`src/rtl/mux_scan_ctrl_if.sv`:
```
// Select/sample bus between the scan sequencer and its 4:1 mux.
// Also carries the scan control inputs and the reassembled word.
interface mux_scan_ctrl_if;
    logic       start;
    logic       mode;
    logic       abort;
    logic       mux_out;
    logic [1:0] sel;
    logic       busy;
    logic [3:0] word;
    logic       word_valid;

    modport master (
        output start, mode, abort, mux_out,
        input  sel, busy, word, word_valid
    );

    modport slave (
        input  start, mode, abort, mux_out,
        output sel, busy, word, word_valid
    );
endinterface

```
`src/rtl/mux_scan_ctrl.sv`:
```
// Steps a 4:1 mux select through 0..3 with a fixed dwell per input.
// Rebuilds the four inputs into a word, single-shot or continuous.
module mux_scan_ctrl #(
    parameter int DWELL = 2,
    parameter int CNT_W = 4
) (
    input  logic            clk,
    input  logic            rst,
    mux_scan_ctrl_if.slave  bus
);
    typedef enum logic {IDLE, SCAN} state_t;

    localparam logic [CNT_W-1:0] LAST = CNT_W'(DWELL - 1);

    state_t           state;
    logic [CNT_W-1:0] cnt;
    logic [3:0]       shadow;
    logic             mode_q;

    always_ff @(posedge clk) begin
        if (rst) begin
            state          <= IDLE;
            cnt            <= '0;
            shadow         <= '0;
            mode_q         <= 1'b0;
            bus.sel        <= 2'b00;
            bus.busy       <= 1'b0;
            bus.word       <= 4'b0000;
            bus.word_valid <= 1'b0;
        end else begin
            bus.word_valid <= 1'b0;
            unique case (state)
                IDLE: begin
                    if (bus.start && !bus.abort) begin
                        state    <= SCAN;
                        mode_q   <= bus.mode;
                        cnt      <= '0;
                        shadow   <= '0;
                        bus.sel  <= 2'b00;
                        bus.busy <= 1'b1;
                    end
                end
                SCAN: begin
                    if (bus.abort) begin
                        // abort beats a same-edge completion
                        state    <= IDLE;
                        cnt      <= '0;
                        shadow   <= '0;
                        bus.sel  <= 2'b00;
                        bus.busy <= 1'b0;
                    end else if (cnt == LAST) begin
                        cnt             <= '0;
                        shadow[bus.sel] <= bus.mux_out;
                        bus.sel         <= bus.sel + 2'd1;
                        if (bus.sel == 2'd3) begin
                            bus.word       <= {bus.mux_out, shadow[2:0]};
                            bus.word_valid <= 1'b1;
                            if (!mode_q) begin
                                state    <= IDLE;
                                bus.busy <= 1'b0;
                            end
                        end
                    end else begin
                        cnt <= cnt + 1'b1;
                    end
                end
                default: state <= IDLE;
            endcase
        end
    end
endmodule
```
`src/flat_wrapper.sv`:
```
// flat-port wrapper written by rule: the top's interface ports become plain ports
module mux_scan_ctrl_flat 
#(
    parameter int DWELL = 2,
    parameter int CNT_W = 4
)
  (clk, rst, bus_start, bus_mode, bus_abort, bus_mux_out, bus_sel, bus_busy, bus_word, bus_word_valid);
  mux_scan_ctrl_if bus_i ();
  input  logic clk;
  input  logic rst;
  input wire logic [$bits(bus_i.start)-1:0] bus_start;
  input wire logic [$bits(bus_i.mode)-1:0] bus_mode;
  input wire logic [$bits(bus_i.abort)-1:0] bus_abort;
  input wire logic [$bits(bus_i.mux_out)-1:0] bus_mux_out;
  output wire logic [$bits(bus_i.sel)-1:0] bus_sel;
  output wire logic [$bits(bus_i.busy)-1:0] bus_busy;
  output wire logic [$bits(bus_i.word)-1:0] bus_word;
  output wire logic [$bits(bus_i.word_valid)-1:0] bus_word_valid;
  assign bus_i.start = bus_start;
  assign bus_i.mode = bus_mode;
  assign bus_i.abort = bus_abort;
  assign bus_i.mux_out = bus_mux_out;
  assign bus_sel = bus_i.sel;
  assign bus_busy = bus_i.busy;
  assign bus_word = bus_i.word;
  assign bus_word_valid = bus_i.word_valid;
  mux_scan_ctrl #(.DWELL(DWELL), .CNT_W(CNT_W)) u_core (.clk(clk), .rst(rst), .bus(bus_i));
endmodule
```
`config.mk`:
```
export PLATFORM = sky130hd
export DESIGN_NAME = mux_scan_ctrl_flat
export DESIGN_NICKNAME = d
export VERILOG_FILES = /design/src/rtl/mux_scan_ctrl_if.sv /design/src/rtl/mux_scan_ctrl.sv /design/src/flat_wrapper.sv
export SDC_FILE = /design/constraint.sdc
export NUM_CORES = 1
export LEC_CHECK = 0
export ABC_AREA = 0
export CORE_UTILIZATION = 55
export DETAILED_ROUTE_END_ITERATION = 16
export DONT_BUFFER_PORTS = 1
export PLACE_DENSITY_LB_ADDON = 0.15
export SLEW_MARGIN = 20
export SYNTH_ARGS = -nofsm -noshare
export SYNTH_HDL_FRONTEND = slang
export SYNTH_SLANG_ARGS = --single-unit
```
`constraint.sdc`:
```
create_clock -name clk -period 1.6 [get_ports clk]
set_input_delay 0.16 -clock clk [delete_from_list [all_inputs] [get_ports clk]]
set_output_delay 0.16 -clock clk [all_outputs]
set_load 0.01 [all_outputs]
```
### After elaboration in Yosys (flattened, before gate mapping)

Index checks and enable logic that the tools add are counted.
Widths: inputs -> output; s select.

| storage, ports and cells | value |
|---|---|
| register bits | 18 |
| word-level logic and storage cells | 56 |
| input port bits | 6 |
| output and inout port bits | 8 |

| cells by class | value |
|---|---|
| bitwise operators | 3 |
| equal/unequal tests | 6 |
| reduce and logical (&&, ||, !) cells | 8 |
| order comparisons | 2 |
| add/sub/neg operators | 2 |
| multiplexer cells | 27 |

Operators with widths:

| operator | count |
|---|---|
| $mux 4 | 5 |
| $pmux 4 s2 | 2 |
| $mux 1 | 12 |
| $ne 3x3->1 const B | 3 |
| $reduce_and 4->1 | 2 |
| $mux 2 | 3 |
| $add 4x1->4 const B | 1 |
| $bwmux 4 | 1 |
| $eq 4x1->1 const B | 1 |
| $pmux 1 s2 | 2 |
| $pmux 2 s2 | 1 |
| $reduce_and 2->1 | 2 |
| $reduce_or 4->1 | 1 |
| $lt 2x3->1 const B | 1 |
| $not 1->1 | 3 |
| $add 2x1->2 const B | 1 |
| $demux 1 s2 | 1 |
| $eq 2x2->1 const B | 1 |
| $ge 2x1->1 const B | 1 |
| $logic_and 1x1->1 | 2 |
| $ne 2x1->1 const B | 1 |
| $logic_not 1->1 | 1 |

### Logic depth before layout (Yosys ltp)

| logic depth | value |
|---|---|
| word-level depth | 8 |
| gate-level depth with buffers | 6 |
| gate-level depth less buffers | 5 |

### Least setup slack after synthesis

OpenSTA, ideal clock, no wires.

| path | value |
|---|---|
| kind | reg2reg |
| start | register u_core.cnt[1] |
| end | register u_core.shadow[0] |
| path buffers | 0 |
| clock period less this slack | 1.481 ns |
| setup slack | 0.119 ns |
| setup time | 0.086 ns |
| data arrival time | 1.395 ns |
| cell stages (with the launch flop) | 5 |
| path through | dfxtp_1 -> or4b_4 -> a22oi_4 -> a21oi_1 -> a211oi_1 |

| between the ends | value |
|---|---|
| cells in the longest elaborated chain, start to end | 3 |

RTL lines:

| element | RTL line | RTL |
|---|---|---|
| from (decl) | mux_scan_ctrl.sv:16 | `logic [CNT_W-1:0] cnt;` |
| from (signal assigned) | mux_scan_ctrl.sv:64 | `cnt <= cnt + 1'b1;` |
| $eq 4x1->1 | mux_scan_ctrl.sv:51 | `end else if (cnt == LAST) begin` |
| $ne 3x3->1 (no line) | - |  |
| $reduce_and 2->1 (no line) | - |  |
| to (signal, indexed assignment) | mux_scan_ctrl.sv:53 | `shadow[bus.sel] <= bus.mux_out;` |
| to (decl) | mux_scan_ctrl.sv:17 | `logic [3:0] shadow;` |

Every way passes these cells.
A chain may end at the register's enable or synchronous reset.

### Final worst setup path

| path | value |
|---|---|
| start | register u_core.cnt[1] |
| end | register u_core.shadow[2] |

Same word-level chain as after synthesis.

==> impl_metrics.json <==
{
  "cts_tree": "built",
  "finish.utilization_pct": 69.60,
  "r2r_slack_ns": 0.04,
  "r2r_end": "u_core.shadow[2]",
  "syn_to_final_growth_pct": 14.13,
  "row_count": 13,
  "p_total_uw": 753.1,
  "post-route-cell-area_sq_um": 939.7,
  "worstSetupEndpointType": "register",
  "r2r_cells": 4,
  "grt-ovfl-total": 0,
  "peakVddDrop_uv": 405.1,
  "grt_usage_pct": 21.93,
  "route.vias.total": 699,
  "antenna_cells": 0,
  "insertion_delay_ns": 0.30,
  "routed-wl-met2_um": 785,
  "place_area_sq_um": 878.3,
  "antenna_found_initial": 0,
  "relSlewSlack_pct": 57.23,
  "maxCapViolCount": 0,
  "routed.top_layer": "met4",
  "fin_ws_ns": 0.03831,
  "wl_met1_um": 822,
  "cts_num_sinks": 17,
  "die_w_um": 40.69,
  "drt-total-wl_mm": 1.700,
  "synth_area_sq_um": 823.3,
  "viasPerCell": 5.924,
  "synth_cell_types": 26,
  "dp_cells": 110,
  "async_reset_ff_share_pct": 0,
  "ioPinCount": 14,
  "drv_slew": 0,
  "p_leak_nw": 0.3579,
  "syn_nets": 103,
  "worstHoldPathCells": 2,
  "dpl_worst_slack_ns": 0.01233,
  "grt_pass1_vias": 579,
  "setup_viol_count_final": 0,
  "final_cells": 118,
  "cp_max_fo": 6,
  "ant_nets": 0,
  "power_density_mw_per_mm2": 801.4,
  "ys.flop_type": "dfxtp_1",
  "yosysWarnings": 0,
  "gp_congestion": 0.7766,
  "dr_wl_met3_um": 62,
  "root_buffer": "clkbuf_4",
  "crit_arrival_ns": 1.77,
  "timing.fmax_mhz": 640.3,
  "dr.first_iter.drc_count": 18,
  "hp-start": "bus_mode",
  "hold_end": "u_core.mode_q",
  "ys_seq_area_share_pct": 41.34,
  "first_pass_iters": 4,
  "status": "finished clean",
  "die_area_sq_mm": 0.001656,
  "finalCritPeriodShare_pct": 97.61,
  "cts_buffers": 3,
  "synth_edf_count": 0,
  "drive_above_1_share_pct": 18.45,
  "synth_cells": 92,
  "worst_pin_slew_ns": 0.6395,
  "htreeDepth": 1,
  "grt_max_degree": 18,
  "grt_pass1_wl_mm": 2.352,
  "required_ns": 1.81,
  "finalHoldViolCount": 0,
  "postSynthAreaPerCell_sq_um": 8.949,
  "cts_buffer_depth": 2,
  "fin_worst_skew_ns": 0.004628,
  "rsz0062_at_grt": "false",
  "clk_pin_slew_ns": 0.10,
  "io_buffer_count": 0,
  "setup_tns_ns": 0,
  "nets": 115,
  "drt-wirelength-per-cell_um": 14.41,
  "crit_type": "register to register",
  "die_h_um": 40.69,
  "dp_hpwl_mm": 1.186,
  "ys_seq_elements": 17,
  "core_sq_mm": 0.001350,
  "whs_ns": 0.009066,
  "min_period_ns": 1.562,
  "start_util_pct": 60.98,
  "drc_errors": 0,
  "r2r-start": "u_core.cnt[1]",
  "worstHoldPathType": "input port to register",
  "cp-start-kind": "register"
}
## cells by family (layout without fill, tap and decap cells)
| group | Yosys count | after routing | share of synthesized area, % |
|---|---|---|---|
| simple gates | 29 | 29 | 21.12 |
| compound gates | 27 | 27 | 20.36 |
| flops | 17 | 17 | 41.34 |
| buf+inv | 10 | 21 | 4.710 |
| fa+ha+maj | 5 | 5 | 7.599 |
| mux | 4 | 4 | 4.863 |
## routing by layer
| layer | vias to the layer above | global-route usage (%) |
|---|---|---|
| met2 | 17 | 36.90 |
| li1 | 348 | - |
| met3 | 4 | 3.804 |
| met5 | - | 0 |
| met1 | 330 | 27.00 |
| met4 | 0 | 10.00 |
## where the power goes
group	internal, mW	switching (mW)
Sequential	0.432	0.00794
Clock	0.0932	0.143
Combinational	0.0351	0.0420
Total	0.560	0.193
## worst max-delay path, cell delays in order, from the launching register on
cell      delay [ns]
dfxtp_1         0.35
or4b_4          0.56
a22oi_4         0.24
a21oi_1         0.10
a211oi_1        0.22
## area by class of cell
type                            count  area, sq um
Multi-Input combinational cell     65        444.2
Fill cell                         113        410.4
Sequential cell                    17        341.6
Timing Repair Buffer               11        85.08
Clock buffer                        3        22.52
Inverter                            6        22.52
Tap cell                           15        18.77
Clock inverter                      1        5.005
## Yosys cell counts, drive strengths merged (3+ instances only)
cell / count / area, sq um
dfxtp: 17 / 340.3
a21oi: 11 / 55.05
mux2i: 4 / 40.04
ha: 5 / 62.56
a211oi: 4 / 30.03
o21ai: 8 / 40.04
inv: 6 / 22.52
nor2: 11 / 41.29
nand2: 3 / 11.26
clkbuf: 3 / 12.51
nand3b: 3 / 22.52
## state kept, by name (all words and copies together), names as in the netlist
name	flops
u_core.bus.busy	1
u_core.bus.sel	2
u_core.bus.word	4
u_core.bus.word_valid	1
u_core.cnt	4
u_core.mode_q	1
u_core.shadow	3
u_core.state	1
## worst max path at each step
stage                            end           from  cells after the start
floorplan           u_core.shadow[0]  u_core.cnt[1]                      4
global placement    u_core.shadow[0]  u_core.cnt[2]                      4
detailed placement  u_core.shadow[2]  u_core.cnt[2]                      4
CTS                 u_core.shadow[2]  u_core.cnt[2]                      4
global route        u_core.shadow[2]  u_core.cnt[1]                      4
finish              u_core.shadow[2]  u_core.cnt[1]                      4
## cell usage in the layout (no fill, tap or decap), drive strengths merged, types with 2 or more instances in the layout
cell type,instances
dfxtp,17
o21ai,8
nor2,11
nand2b,2
clkbuf,3
or4b,2
nor4b,2
nor2b,2
a31oi,2
nand2,3
a21oi,11
nand3b,3
ha,5
mux2i,4
buf,10
a211oi,4
inv,6
## repair_timing
item                                   in CTS  in global routing
setup endpoints to repair                   1                  3
pin swaps                                   1                  1
hold buffers                                1                  0
gates resized for setup                     0                  1
buffers inserted                            2                  1
endpoints found under the hold margin      17                  0
(Power assumes the default switching activity.)
